$ cat config.mk
export PLATFORM = sky130hd
export DESIGN_NAME = spi_reg_arbiter
export DESIGN_NICKNAME = d
export VERILOG_FILES = /design/src/rtl/spi_reg_arbiter.sv
export SDC_FILE = /design/constraint.sdc
export NUM_CORES = 1
export LEC_CHECK = 0
export CAP_MARGIN = 40
export CORE_ASPECT_RATIO = 1.4
export CORE_MARGIN = 4
export CORE_UTILIZATION = 56
export CTS_CLUSTER_DIAMETER = 60
export DETAILED_ROUTE_END_ITERATION = 12
export GPL_TIMING_DRIVEN = 0
export PLACE_DENSITY = 0.95
export SYNTH_ARGS = -nofsm -noshare
export SYNTH_HDL_FRONTEND = slang
export SYNTH_SLANG_ARGS = --single-unit
$ cat constraint.sdc
create_clock -name clk -period 7.98 [get_ports clk]
set_input_delay 1.596 -clock clk [delete_from_list [all_inputs] [get_ports clk]]
set_output_delay 1.596 -clock clk [all_outputs]
set_load 0.01 [all_outputs]
$ cat src/rtl/spi_reg_arbiter.sv
// Register bank shared between the SPI slave write port (buffered, unstallable strobes)
// and a core req/gnt port, with round-robin serialization of commits.
module spi_reg_arbiter #(
  parameter int unsigned ADDR_W = 3,
  parameter int unsigned REG_W  = 8,
  parameter int unsigned NREG   = 2**ADDR_W
) (
  input  logic                    clk,
  input  logic                    rst,
  input  logic [ADDR_W-1:0]       spi_addr,
  input  logic [REG_W-1:0]        spi_wdata,
  input  logic                    spi_wvld,
  output logic [REG_W-1:0]        spi_rdata,
  input  logic                    core_req,
  input  logic                    core_we,
  input  logic [ADDR_W-1:0]       core_addr,
  input  logic [REG_W-1:0]        core_wdata,
  output logic                    core_gnt,
  output logic [REG_W-1:0]        core_rdata,
  output logic [NREG*REG_W-1:0]   regs_flat,
  output logic                    wr_evt,
  output logic                    wr_evt_src,
  output logic [ADDR_W-1:0]       wr_evt_addr,
  output logic                    spi_ovf,
  output logic                    busy
);

  localparam int unsigned FIFO_D = 2;
  localparam int unsigned CNT_W  = 2;

  typedef enum logic {
    S_IDLE     = 1'b0,
    S_CORE_ACK = 1'b1
  } state_e;

  state_e             state_q, state_d;
  logic [REG_W-1:0]   regs_q [NREG];
  logic [REG_W-1:0]   regs_d [NREG];
  logic [ADDR_W-1:0]  fifo_addr_q [FIFO_D];
  logic [ADDR_W-1:0]  fifo_addr_d [FIFO_D];
  logic [REG_W-1:0]   fifo_data_q [FIFO_D];
  logic [REG_W-1:0]   fifo_data_d [FIFO_D];
  logic               rd_ptr_q, rd_ptr_d;
  logic               wr_ptr_q, wr_ptr_d;
  logic [CNT_W-1:0]   cnt_q, cnt_d;
  logic               last_core_q, last_core_d;
  logic [REG_W-1:0]   core_rdata_q, core_rdata_d;
  logic               wr_evt_q, wr_evt_d;
  logic               wr_evt_src_q, wr_evt_src_d;
  logic [ADDR_W-1:0]  wr_evt_addr_q, wr_evt_addr_d;
  logic               spi_ovf_q, spi_ovf_d;

  logic               spi_cand, core_cand, spi_win, core_win;
  logic               push, pop;
  logic               wr_en;
  logic [ADDR_W-1:0]  wr_addr;
  logic [REG_W-1:0]   wr_data;
  logic [REG_W-1:0]   core_rd_val;

  // Round robin: SPI wins a tie when the core committed last.
  assign spi_cand  = (cnt_q != CNT_W'(0));
  assign core_cand = (state_q == S_IDLE) && core_req;
  assign spi_win   = spi_cand && (!core_cand || last_core_q);
  assign core_win  = core_cand && !spi_win;
  assign pop       = spi_win;
  assign push      = spi_wvld && ((cnt_q != CNT_W'(FIFO_D)) || pop);

  // Read muxes; addresses outside the bank decode to nothing and read as 0.
  always_comb begin
    spi_rdata   = '0;
    core_rd_val = '0;
    for (int i = 0; i < int'(NREG); i++) begin
      if (spi_addr == ADDR_W'(i))  spi_rdata   = regs_q[i];
      if (core_addr == ADDR_W'(i)) core_rd_val = regs_q[i];
    end
  end

  always_comb begin
    state_d       = state_q;
    rd_ptr_d      = rd_ptr_q;
    wr_ptr_d      = wr_ptr_q;
    cnt_d         = cnt_q;
    last_core_d   = last_core_q;
    core_rdata_d  = core_rdata_q;
    wr_evt_d      = 1'b0;
    wr_evt_src_d  = wr_evt_src_q;
    wr_evt_addr_d = wr_evt_addr_q;
    spi_ovf_d     = spi_ovf_q;
    wr_en         = 1'b0;
    wr_addr       = fifo_addr_q[rd_ptr_q];
    wr_data       = fifo_data_q[rd_ptr_q];
    for (int i = 0; i < int'(FIFO_D); i++) begin
      fifo_addr_d[i] = fifo_addr_q[i];
      fifo_data_d[i] = fifo_data_q[i];
    end

    case (state_q)
      S_IDLE:     if (core_win) state_d = S_CORE_ACK;
      S_CORE_ACK: state_d = S_IDLE;
      default:    state_d = S_IDLE;
    endcase

    if (spi_win) begin
      wr_en         = 1'b1;
      wr_evt_d      = 1'b1;
      wr_evt_src_d  = 1'b0;
      wr_evt_addr_d = fifo_addr_q[rd_ptr_q];
      last_core_d   = 1'b0;
      rd_ptr_d      = ~rd_ptr_q;
    end

    if (core_win) begin
      last_core_d = 1'b1;
      if (core_we) begin
        wr_en         = 1'b1;
        wr_addr       = core_addr;
        wr_data       = core_wdata;
        wr_evt_d      = 1'b1;
        wr_evt_src_d  = 1'b1;
        wr_evt_addr_d = core_addr;
      end else begin
        core_rdata_d = core_rd_val;
      end
    end

    if (push) begin
      fifo_addr_d[wr_ptr_q] = spi_addr;
      fifo_data_d[wr_ptr_q] = spi_wdata;
      wr_ptr_d              = ~wr_ptr_q;
    end else if (spi_wvld) begin
      spi_ovf_d = 1'b1;
    end
    cnt_d = cnt_q + CNT_W'(push) - CNT_W'(pop);

    for (int i = 0; i < int'(NREG); i++) begin
      regs_d[i] = regs_q[i];
      if (wr_en && (wr_addr == ADDR_W'(i))) regs_d[i] = wr_data;
    end
  end

  always_ff @(posedge clk or posedge rst) begin
    if (rst) begin
      state_q       <= S_IDLE;
      rd_ptr_q      <= 1'b0;
      wr_ptr_q      <= 1'b0;
      cnt_q         <= '0;
      last_core_q   <= 1'b1;
      core_rdata_q  <= '0;
      wr_evt_q      <= 1'b0;
      wr_evt_src_q  <= 1'b0;
      wr_evt_addr_q <= '0;
      spi_ovf_q     <= 1'b0;
      for (int i = 0; i < int'(FIFO_D); i++) begin
        fifo_addr_q[i] <= '0;
        fifo_data_q[i] <= '0;
      end
      for (int i = 0; i < int'(NREG); i++) regs_q[i] <= '0;
    end else begin
      state_q       <= state_d;
      rd_ptr_q      <= rd_ptr_d;
      wr_ptr_q      <= wr_ptr_d;
      cnt_q         <= cnt_d;
      last_core_q   <= last_core_d;
      core_rdata_q  <= core_rdata_d;
      wr_evt_q      <= wr_evt_d;
      wr_evt_src_q  <= wr_evt_src_d;
      wr_evt_addr_q <= wr_evt_addr_d;
      spi_ovf_q     <= spi_ovf_d;
      for (int i = 0; i < int'(FIFO_D); i++) begin
        fifo_addr_q[i] <= fifo_addr_d[i];
        fifo_data_q[i] <= fifo_data_d[i];
      end
      for (int i = 0; i < int'(NREG); i++) regs_q[i] <= regs_d[i];
    end
  end

  always_comb begin
    regs_flat = '0;
    for (int i = 0; i < int'(NREG); i++) regs_flat[i*REG_W +: REG_W] = regs_q[i];
  end

  assign core_gnt    = (state_q == S_CORE_ACK);
  assign core_rdata  = core_rdata_q;
  assign wr_evt      = wr_evt_q;
  assign wr_evt_src  = wr_evt_src_q;
  assign wr_evt_addr = wr_evt_addr_q;
  assign spi_ovf     = spi_ovf_q;
  assign busy        = spi_cand || core_gnt || core_req;

endmodule

### After elaboration in Yosys (flattened, before gate mapping)

Cells that the tools add are included.

* logic and storage cells: 127
* register bits: 106
* input port bits: 27
* output and inout port bits: 88

* eq/ne operators: 22
* bitwise gates (word level): 7
* reduce and logical (&&, ||, !) cells: 26
* $lt $le $gt $ge: 3
* $add $sub $neg: 2
* multiplexer cells: 45

Operators by type and width (count)
* 8-bit two-way mux: 22
* 3-bit equality test (second input constant): 12
* 3-bit two-way mux: 9
* 3-bit by 2-bit equality test with 1-bit output (second input constant): 6
* 16-bit bitwise mux: 1
* 1-bit logical AND: 13
* 3-bit by 1-bit equality test with 1-bit output (second input constant): 3
* 3-bit logical NOT: 3
* 1-bit two-way mux: 9
* 8-bit demux with 1-bit select: 1
* 6-bit bitwise mux: 1
* 1-bit NOT: 5
* 2-bit greater-or-equal comparator (second input constant): 2
* 1-bit logical OR: 4
* 1-bit NOT with 2-bit output: 2
* 2-bit AND reduction: 2
* 2-bit nonzero test: 2
* 3-bit demux with 1-bit select: 1
* 2-bit by 1-bit adder with 2-bit output: 1
* 1-bit logical NOT: 2
* 2-bit by 1-bit less-than comparator with 1-bit output (second input constant): 1
* 2-bit != test (second input constant): 1
* 1-bit case mux with 2 select lines: 1
* 2-bit by 1-bit subtractor with 2-bit output: 1

### Logic depth before layout (Yosys ltp)

Gate-level depths: netlist of run 1.

* depth in word-level cells: 10
* mapped depth: 7

### Worst setup path before layout of run 1

OpenSTA, ideal clock, no wires.

* kind: in2out
* start point: input spi_addr[1]
* end point: output spi_rdata[5]
* data required time: 6.384 ns
* data arrival time: 2.704 ns
* slack: 3.680 ns
* stages on the path: 6
* path through: buf_2 buf_2 inv_1 a21boi_0 o21ai_0 a221o_1

* longest elaborated chain between the ends: 9

RTL lines
* start: declaration: RTL line 10 `input logic [ADDR_W-1:0] spi_addr,`
* 3-bit logical NOT: RTL line 73 `if (spi_addr == ADDR_W'(i)) spi_rdata = regs_q[i];`
* 8-bit two-way mux (7 in a row): RTL line 73
* 8-bit two-way mux *: RTL line 73
* end: declaration: RTL line 13 `output logic [REG_W-1:0] spi_rdata,`

Mark *: on every way between the ends. The rest lies on a longest branch, timed or not.

### Worst setup path after layout of run 1

* start point: input spi_addr[2]
* end point: output spi_rdata[7]

Same word-level chain as after synthesis.

==> results.txt, run 1 <==
The total count of max-transition violations in the final report came out at 0. The total I/O pin count came out at 115. The summed area of non-filler cells in the final layout came out at about 7300 µm². The final hold slack is around 480 ps. Setup repair after global routing left no endpoint under its margin.

The clock root buffer is sky130_fd_sc_hd__clkbuf_16. The pin count of the biggest net entering global routing is ~70. The unique cell type count in the Yosys netlist is 55. For met2 alone, demand over resource in global routing was 48.7%. The setup TNS came out at 0 ps.

The TritonCTS clock tree is done. Of the post-synthesis cell area, the part taken by muxes is between 20% and 30%. From synthesis to final layout, the design area changed by 28.0%. The initial standard-cell utilization of the core is 57.4%.

In the layout the commonest cells are 113 x sky130_fd_sc_hd__clkdlybuf4s50_1, 105 x sky130_fd_sc_hd__dfrtp_1, 73 x sky130_fd_sc_hd__mux2_2. For met1 alone, demand over resource in global routing was 34.9%. The final global-route overflow total came out at 0.

The largest buffer count on any clock path came out at 2. The worst clock skew is 6.80 ps. The routed wire length per instance is between 20 and 25 µm. After detailed routing, the number of vias per cell comes to 6.57. In this run, CTS created clock tree buffers numbering 9. The category of the worst setup path launch point is an input port. The clock sink count is 106. The synthesized area came out at 5720 µm². In this run the number of H-tree levels came out at 3. The worst path uses 73.8% of the clock period. The count of fill cells added during filler insertion is 618.

Summed over all layers, the routed wires come to 17,500 µm. The synthesized-area fraction occupied by and/or/nand/nor cells came out at 9.48%. The met3 global-route usage is ~4.6%. The number of placement rows came out at 43.

The cell count after synthesis came out at 472. The core region is between 9000 and 10,000 µm². The upper clock frequency limit came out at 170 MHz. The average instance area after synthesis came out at 12.1 µm².

The number of antenna violations at the first check in global routing is 0. After layout, the minimum clock period comes to 5890 ps. The overall power is ~3200 µW. The post-route antenna net violation count came out at 0. The post-placement cell area is 7050 µm². The fraction of layout instances using a drive strength above 1 came out at 23.8%. At the worst endpoint, the arrival time is 4290 ps. The compound-gate portion of the synthesized area is 12.9%. The violation count after the first detailed-route iteration came out at 532. The slew of the pin with the lowest slew margin came out at 1040 ps. The antenna diode count is 0. The placer's final routability congestion estimate is 0.917.

The peak fanout along the critical path came out at 10. The detailed-routing iteration count for the pre-antenna-repair pass is 10. The power density over the cells is 432 nW/µm². The sequential fraction of the synthesis area came out at 46.4%. The hold buffer count at cts came out at 0. The category of the critical setup timing path is in -> out.

The register bit total from synthesis came out at 106. The final layout contains between 600 and 700 nets. The largest voltage drop on the vdd net is 0.240 mV. The estimated wirelength of the detail-placed design came out at about 12,000 µm. In this run the most used layer during global routing was met2.

The flow ran to the end, but the final reports show violations. The horizontal die dimension is between 90 and 100 µm. The post-route worst setup slack is between 2000 and 2500 ps. Leaving out fill and tap cells, the most frequent cell in the layout is sky130_fd_sc_hd__clkdlybuf4s50_1. The count of vias placed by the detailed router is around 4,800. The number of buffers added on ports came out at 113.

After clock tree synthesis, the clock-pin slew on the worst setup and hold paths is 70 ps. The quantity of gates resized following cts is 0. The number of nets in the synthesized netlist is 501. The die covers 11,900 µm².

The tool flagged a number of max-cap violations equal to 0. The global routing usage summed across all routing layers came out at 30.0%. The relative slew slack is 30.6%. The final setup violation count is 0. The data required time of the critical path is 6380 ps.

The arithmetic-cell share of the synthesized area counting full adders, half adders and majority gates came out at 0.438%. The post-CTS repair timing setup buffer count is 0. The count of yosys warnings during synthesis is 0. The first global-routing pass estimated about 27,000 µm of wire. In the routed design, unresolved DRC markers number 1. Summing the areas of all xor and xnor instances in the mapped netlist gives 0.613% of the synthesized area. The worst setup slack after placement is 2190 ps. The number of global-route vias before repair came out at 5,100. The final reports fail on DRC. For this design the static power due to leakage is 0.00304 µW. The worst hold path belongs to the class reg -> reg.

The number of endpoints with negative hold slack in the final report is 0. From bottom edge to top edge, the die measures 128 µm. The dominant combinational cell family by area after synthesis is multiplexers.

At the later pin of the worst-skew pair, clock insertion delay measures 360 ps. The worst setup path is captured at an output port.
[state kept, by name (all words and copies together) (netlist names)]
register / flops
core_gnt: 1
rd_ptr_q: 1
fifo_data_q: 16
wr_evt_addr: 3
core_rdata: 8
wr_evt: 1
spi_ovf: 1
fifo_addr_q: 6
wr_evt_src: 1
last_core_q: 1
regs_flat: 64
cnt_q: 2
wr_ptr_q: 1
[power by group]
group / total (µW) / switching, µW / internal (µW)
logic: 1650 / 758 / 895
clock network: 421 / 202 / 219
registers: 1090 / 276 / 815
[logic make-up after synthesis]
| family | count (synthesis) |
|---|---|
| mux | 126 |
| compound gates | 90 |
| simple gates | 103 |
| xor+xnor | 4 |
| flops | 106 |
| buf+inv | 41 |
| fa+ha+maj | 2 |
[area by class of cell]
class / instances / area, µm² / area share [%]
Buffer: 27 / 135 / 1.85
Clock buffer: 11 / 243 / 3.32
Clock inverter: 5 / 30.0 / 0.410
Inverter: 14 / 55.1 / 0.752
Multi-Input combinational cell: 325 / 2880 / 39.3
Sequential cell: 106 / 2650 / 36.3
Tap cell: 135 / 169 / 2.31
Timing Repair Buffer: 114 / 1160 / 15.8
[Yosys cell counts (all sizes together)]
cell | n | area (µm²)
dfrtp | 105 | 2630
mux2 | 84 | 980
o21ai | 37 | 208
mux2i | 31 | 310
nand2 | 29 | 109
nor2 | 27 | 104
clkbuf | 14 | 52.6
buf | 13 | 82.6
inv | 13 | 48.8
mux4 | 11 | 248
nand2b | 10 | 62.6
nand4 | 9 | 56.3
o22ai | 8 | 50.1
a21oi | 6 | 30.0
a31oi | 6 | 37.5
and3 | 6 | 37.5
nor3b | 6 | 67.6
o221ai | 6 | 52.6
a32oi | 5 | 138
a2bb2oi | 4 | 41.3
nor3 | 4 | 31.3
a2111oi | 3 | 26.3
a211oi | 3 | 22.5
nand3 | 3 | 15.0
or3 | 3 | 18.8
xnor2 | 3 | 26.3
a32o | 2 | 20.0
and2 | 2 | 12.5
ha | 2 | 25.0
nor2b | 2 | 12.5
o31ai | 2 | 28.8
a21boi | 1 | 7.51
a221o | 1 | 10.0
a221oi | 1 | 8.76
a22o | 1 | 8.76
a22oi | 1 | 21.3
clkinv | 1 | 3.75
dfstp | 1 | 26.3
o211a | 1 | 10.0
o211ai | 1 | 7.51
o21bai | 1 | 7.51
or2 | 1 | 6.26
or3b | 1 | 8.76
xor2 | 1 | 8.76
[worst paths after layout]
path / from / to / slack, ps / cells past startpoint
max reg2reg: core_gnt$_DFF_PP0_ / cnt_q[1]$_DFF_PP0_ / 5680 / 7
max: spi_addr[2] / spi_rdata[7] / 2090 / 7
min in group asynchronous: rst / regs_flat[46]$_DFFE_PP0P_ / 1610 / 2
min: spi_ovf$_DFFE_PP0P_ / spi_ovf$_DFFE_PP0P_ / 480 / 1
max in group asynchronous: rst / regs_flat[8]$_DFFE_PP0P_ / 5690 / 3
min reg2reg: spi_ovf$_DFFE_PP0P_ / spi_ovf$_DFFE_PP0P_ / 480 / 1
[worst max-delay path: stages]
cell                              delay, ps
sky130_fd_sc_hd__clkdlybuf4s50_1        570
sky130_fd_sc_hd__clkbuf_1               380
sky130_fd_sc_hd__clkbuf_1               670
sky130_fd_sc_hd__o22ai_1                150
sky130_fd_sc_hd__a221oi_1               270
sky130_fd_sc_hd__o21ai_0                150
sky130_fd_sc_hd__clkdlybuf4s50_1        500
[per-stage QoR]
stage	std cells	util, %
after floorplan	472	-
after global placement	720	70.5
after detailed placement	721	70.8
after CTS	737	73.5
after global routing	737	73.5
final	737	73.5
[per-layer routing]
| metal | vias to the layer above | routed length, µm |
|---|---|---|
| li1 | 2013 | - |
| met1 | 2367 | 6040 |
| met2 | 354 | 8620 |
| met3 | 107 | 1550 |
| met4 | 0 | 1280 |
| met5 | - | 0 |
Power figures use the tool's default switching activity.
==> inputs of run 2 (changes only) <==
--- a/config.mk
+++ b/config.mk
@@ -8,11 +8,11 @@
 export CAP_MARGIN = 40
 export CORE_ASPECT_RATIO = 1.4
 export CORE_MARGIN = 4
-export CORE_UTILIZATION = 56
+export CORE_UTILIZATION = 47
 export CTS_CLUSTER_DIAMETER = 60
 export DETAILED_ROUTE_END_ITERATION = 12
 export GPL_TIMING_DRIVEN = 0
-export PLACE_DENSITY = 0.95
+export PLACE_DENSITY = 0.88
 export SYNTH_ARGS = -nofsm -noshare
 export SYNTH_HDL_FRONTEND = slang
 export SYNTH_SLANG_ARGS = --single-unit
==> constraint.sdc (replaced) <==
create_clock -name clk -period 4.9 [get_ports clk]
set_input_delay 0.98 -clock clk [delete_from_list [all_inputs] [get_ports clk]]
set_output_delay 0.98 -clock clk [all_outputs]
set_load 0.01 [all_outputs]
==> run 2 against run 1 <==
The run now ends clean. First-iteration DRC count decreased by 60%. Total power increased by 61%. Critical path depth unchanged. Global-route usage decreased by 5.4 points. Sequential power increased by 62%. Worst hold slack improved by 6.2 ps. Worst setup slack got worse by 1900 ps. Clock power increased by 63%. Combinational power increased by 61%. Critical path type unchanged. Critical endpoint unchanged. Largest cell class unchanged. Highest routed layer unchanged.
==> results.txt, run 2 (synthesis gave the netlist of run 1 again) <==
The post-route antenna net violation count is 0. The path with the worst hold slack has its endpoint at spi_ovf$_DFFE_PP0P_. The worst register-to-register path begins at last_core_q$_DFFE_PP1P_. The class of the worst hold path is reg -> reg. The logic depth of the worst register-to-register path is 5. The post-placement cell count is 733. The signal on the critical path passes through clkdlybuf4s50_1, clkbuf_1, clkbuf_1, o22ai_1, a221oi_1, o21ai_0, clkdlybuf4s50_1. The routed wire length per instance came out at 22.7 µm. Leaving out fill and tap cells, the most frequent cells in the layout are 113 x sky130_fd_sc_hd__clkdlybuf4s50_1, 105 x sky130_fd_sc_hd__dfrtp_1, 73 x sky130_fd_sc_hd__mux2_2. After detailed routing, the total wire length is 17,000 µm. The number of buffers added on ports is 113. The post-CTS repair timing setup buffer count is 0.

In the final layout, the share of cells above drive strength 1 is between 20% and 30%. The upper clock frequency limit came out at ~210 MHz. The clock root buffer is sky130_fd_sc_hd__clkbuf_16.

The die height is 138 µm. The number of cells on the worst hold path came out at 1. The power density over the cells is 695 nW/µm². The area growth from synthesis to layout came out at 28.3%.

The placer's final routability congestion estimate is just under 0.9. The H-tree generated during clock tree synthesis spans 3 levels. The number of antenna violations at the first check in global routing came out at 0. The placeable core area is 11,900 µm². The initial standard-cell utilization of the core came out at 48.1%.

The antenna diode count came out at 0. The quantity of gates resized following cts is 0. The clock sink count is 106. Using the TritonRoute via totals, the vias-per-cell ratio works out to 6.24. In the global route stage, overall resource usage came out at between 20% and 30%.

The category of the critical setup timing path is in -> out. For this design, the slowest cell found on the critical path is sky130_fd_sc_hd__clkbuf_1. The insertion delay to the later sink of the worst-skew pair came out at roughly 360 ps. In this run, CTS created clock tree buffers numbering 9. The floorplan step defined a die boundary enclosing ~14,000 µm². The net count of the finished layout is between 600 and 700. The total count of max-transition violations in the final report came out at 0. The minimum period implied by the final worst setup slack came out at 4700 ps. The leakage dissipation came out at 0.00305 µW. The final global-route overflow total is 0.

The data required time of the critical path came out at 3920 ps. The share of the clock period used by the worst path after layout came out at 95.9%. The final routed DRC violation total came out at 0.

The final setup violation count is 0. Headroom to the max-slew limit came out at 35.1%. The layer carrying the most global-route usage is met2. The slew of the pin with the lowest slew margin is 971 ps. The finished layout holds between 700 and 800 standard cells, fillers aside. The critical path contains buffers and inverters numbering 4 combined.

The longest clock path from root to sink contains 2 buffers. between 100 and 150 I/O pins were placed. Across the VDD grid, the largest voltage drop is 0.382 mV. The post-route worst setup slack is between 200 and 250 ps. The horizontal die dimension is 101 µm.

The number of global-route vias before repair came out at 4,888. The summed area of non-filler cells in the final layout came out at about 7300 µm². Once placement finished, the instance area stood at 7060 µm².

The flip-flop count of the largest register, all copies and words added is 64. The final hold slack is ~480 ps. The met1 demand-to-capacity share in global routing is 29.0%.

The maximum cell stage delay along the critical path is 670 ps. In this run the register-to-register setup slack is 2610 ps. The count of vias placed by the detailed router is 4,674. The estimated wirelength of the detail-placed design is 12,400 µm. The library cell used most frequently in the layout, excluding fill and tap cells, is sky130_fd_sc_hd__clkdlybuf4s50_1. The worst setup path is captured at an output port. The run finished with clean final reports. The worst setup path is launched from an input port. The met2 usage is approximately 41%. The worst setup slack after placement came out at 340 ps. The global-route wire length before repair came out at around 27,000 µm. Setup repair after global routing left no endpoint under its margin. The data arrival time of the worst path is about 3700 ps. The tool flagged a number of max-cap violations equal to 0. TritonCTS built the clock tree. The worst clock skew is 12.6 ps. For this run, global-route usage on met3 was measured as 4.33%. The number of endpoints with negative hold slack in the final report is 0.

Entering global routing, the biggest net connects 61 pins. The violation count after the first detailed-route iteration is 214. The hold buffer count at cts came out at 0. The detailed-routing iteration count for the pre-antenna-repair pass is 5.

The capturing point of the worst reg2reg path is regs_flat[33]$_DFFE_PP0P_. Broken down by cell family, the worst path's largest delay share belongs to buffers and inverters. The number of placement rows is 47. The CTS clock-pin slew for the worst setup and hold paths came out at 60 ps. The startpoint of the lowest-slack hold path is spi_ovf$_DFFE_PP0P_. The overall power came out at 5100 µW. The peak fanout along the critical path came out at 10.
run 2: cell types whose count changed in the layout (fill, tap and decap cells not counted):
cell	before	now
sky130_fd_sc_hd__clkinv_4	0	1
sky130_fd_sc_hd__inv_6	0	3
sky130_fd_sc_hd__clkbuf_8	1	0
sky130_fd_sc_hd__clkinvlp_4	2	0
sky130_fd_sc_hd__clkbuf_1	15	14
run 2: cell type report:
type	count	area (µm²)
multi-input cells	325	2880
plain buffers	27	135
fillers	905	4540
repair buffers	114	1160
clock inverters	7	50.0
well taps	147	184
clock buffers	9	225
flip-flops and latches	106	2650
inverters	14	55.1
run 2: how the worst max path moves through the flow:
stage | depth (start not counted) | from | slack (ps) | end
2_1_floorplan | 1 | rst | 1130 | cnt_q[0]$_DFF_PP0_
5_1_grt | 7 | spi_addr[2] | 160 | spi_rdata[5]
6_report | 7 | spi_addr[2] | 200 | spi_rdata[7]
4_1_cts | 7 | spi_addr[2] | 290 | spi_rdata[7]
3_5_place_dp | 7 | spi_addr[2] | 340 | spi_rdata[7]
3_3_place_gp | 2 | rst | -170 | regs_flat[1]$_DFFE_PP0P_
run 2: per-stage QoR:
stage	util, %	TNS (ps)
2_1_floorplan	-	0
3_3_place_gp	59.2	-16750
3_5_place_dp	59.4	0
4_1_cts	61.8	0
5_1_grt	61.8	0
6_report	61.8	0
run 2: where the power goes:
group          total (µW)  internal (µW)  switching [µW]
Combinational        2650           1460            1190
Clock                 685            349             336
Sequential           1770           1330             442
Total                5100           3130            1970
run 2: metal layers:
metal / vias up / routed length (µm)
met4: 0 / 807
met1: 2341 / 6090
met3: 68 / 1360
met2: 258 / 8780
li1: 2007 / -
met5: - / 0
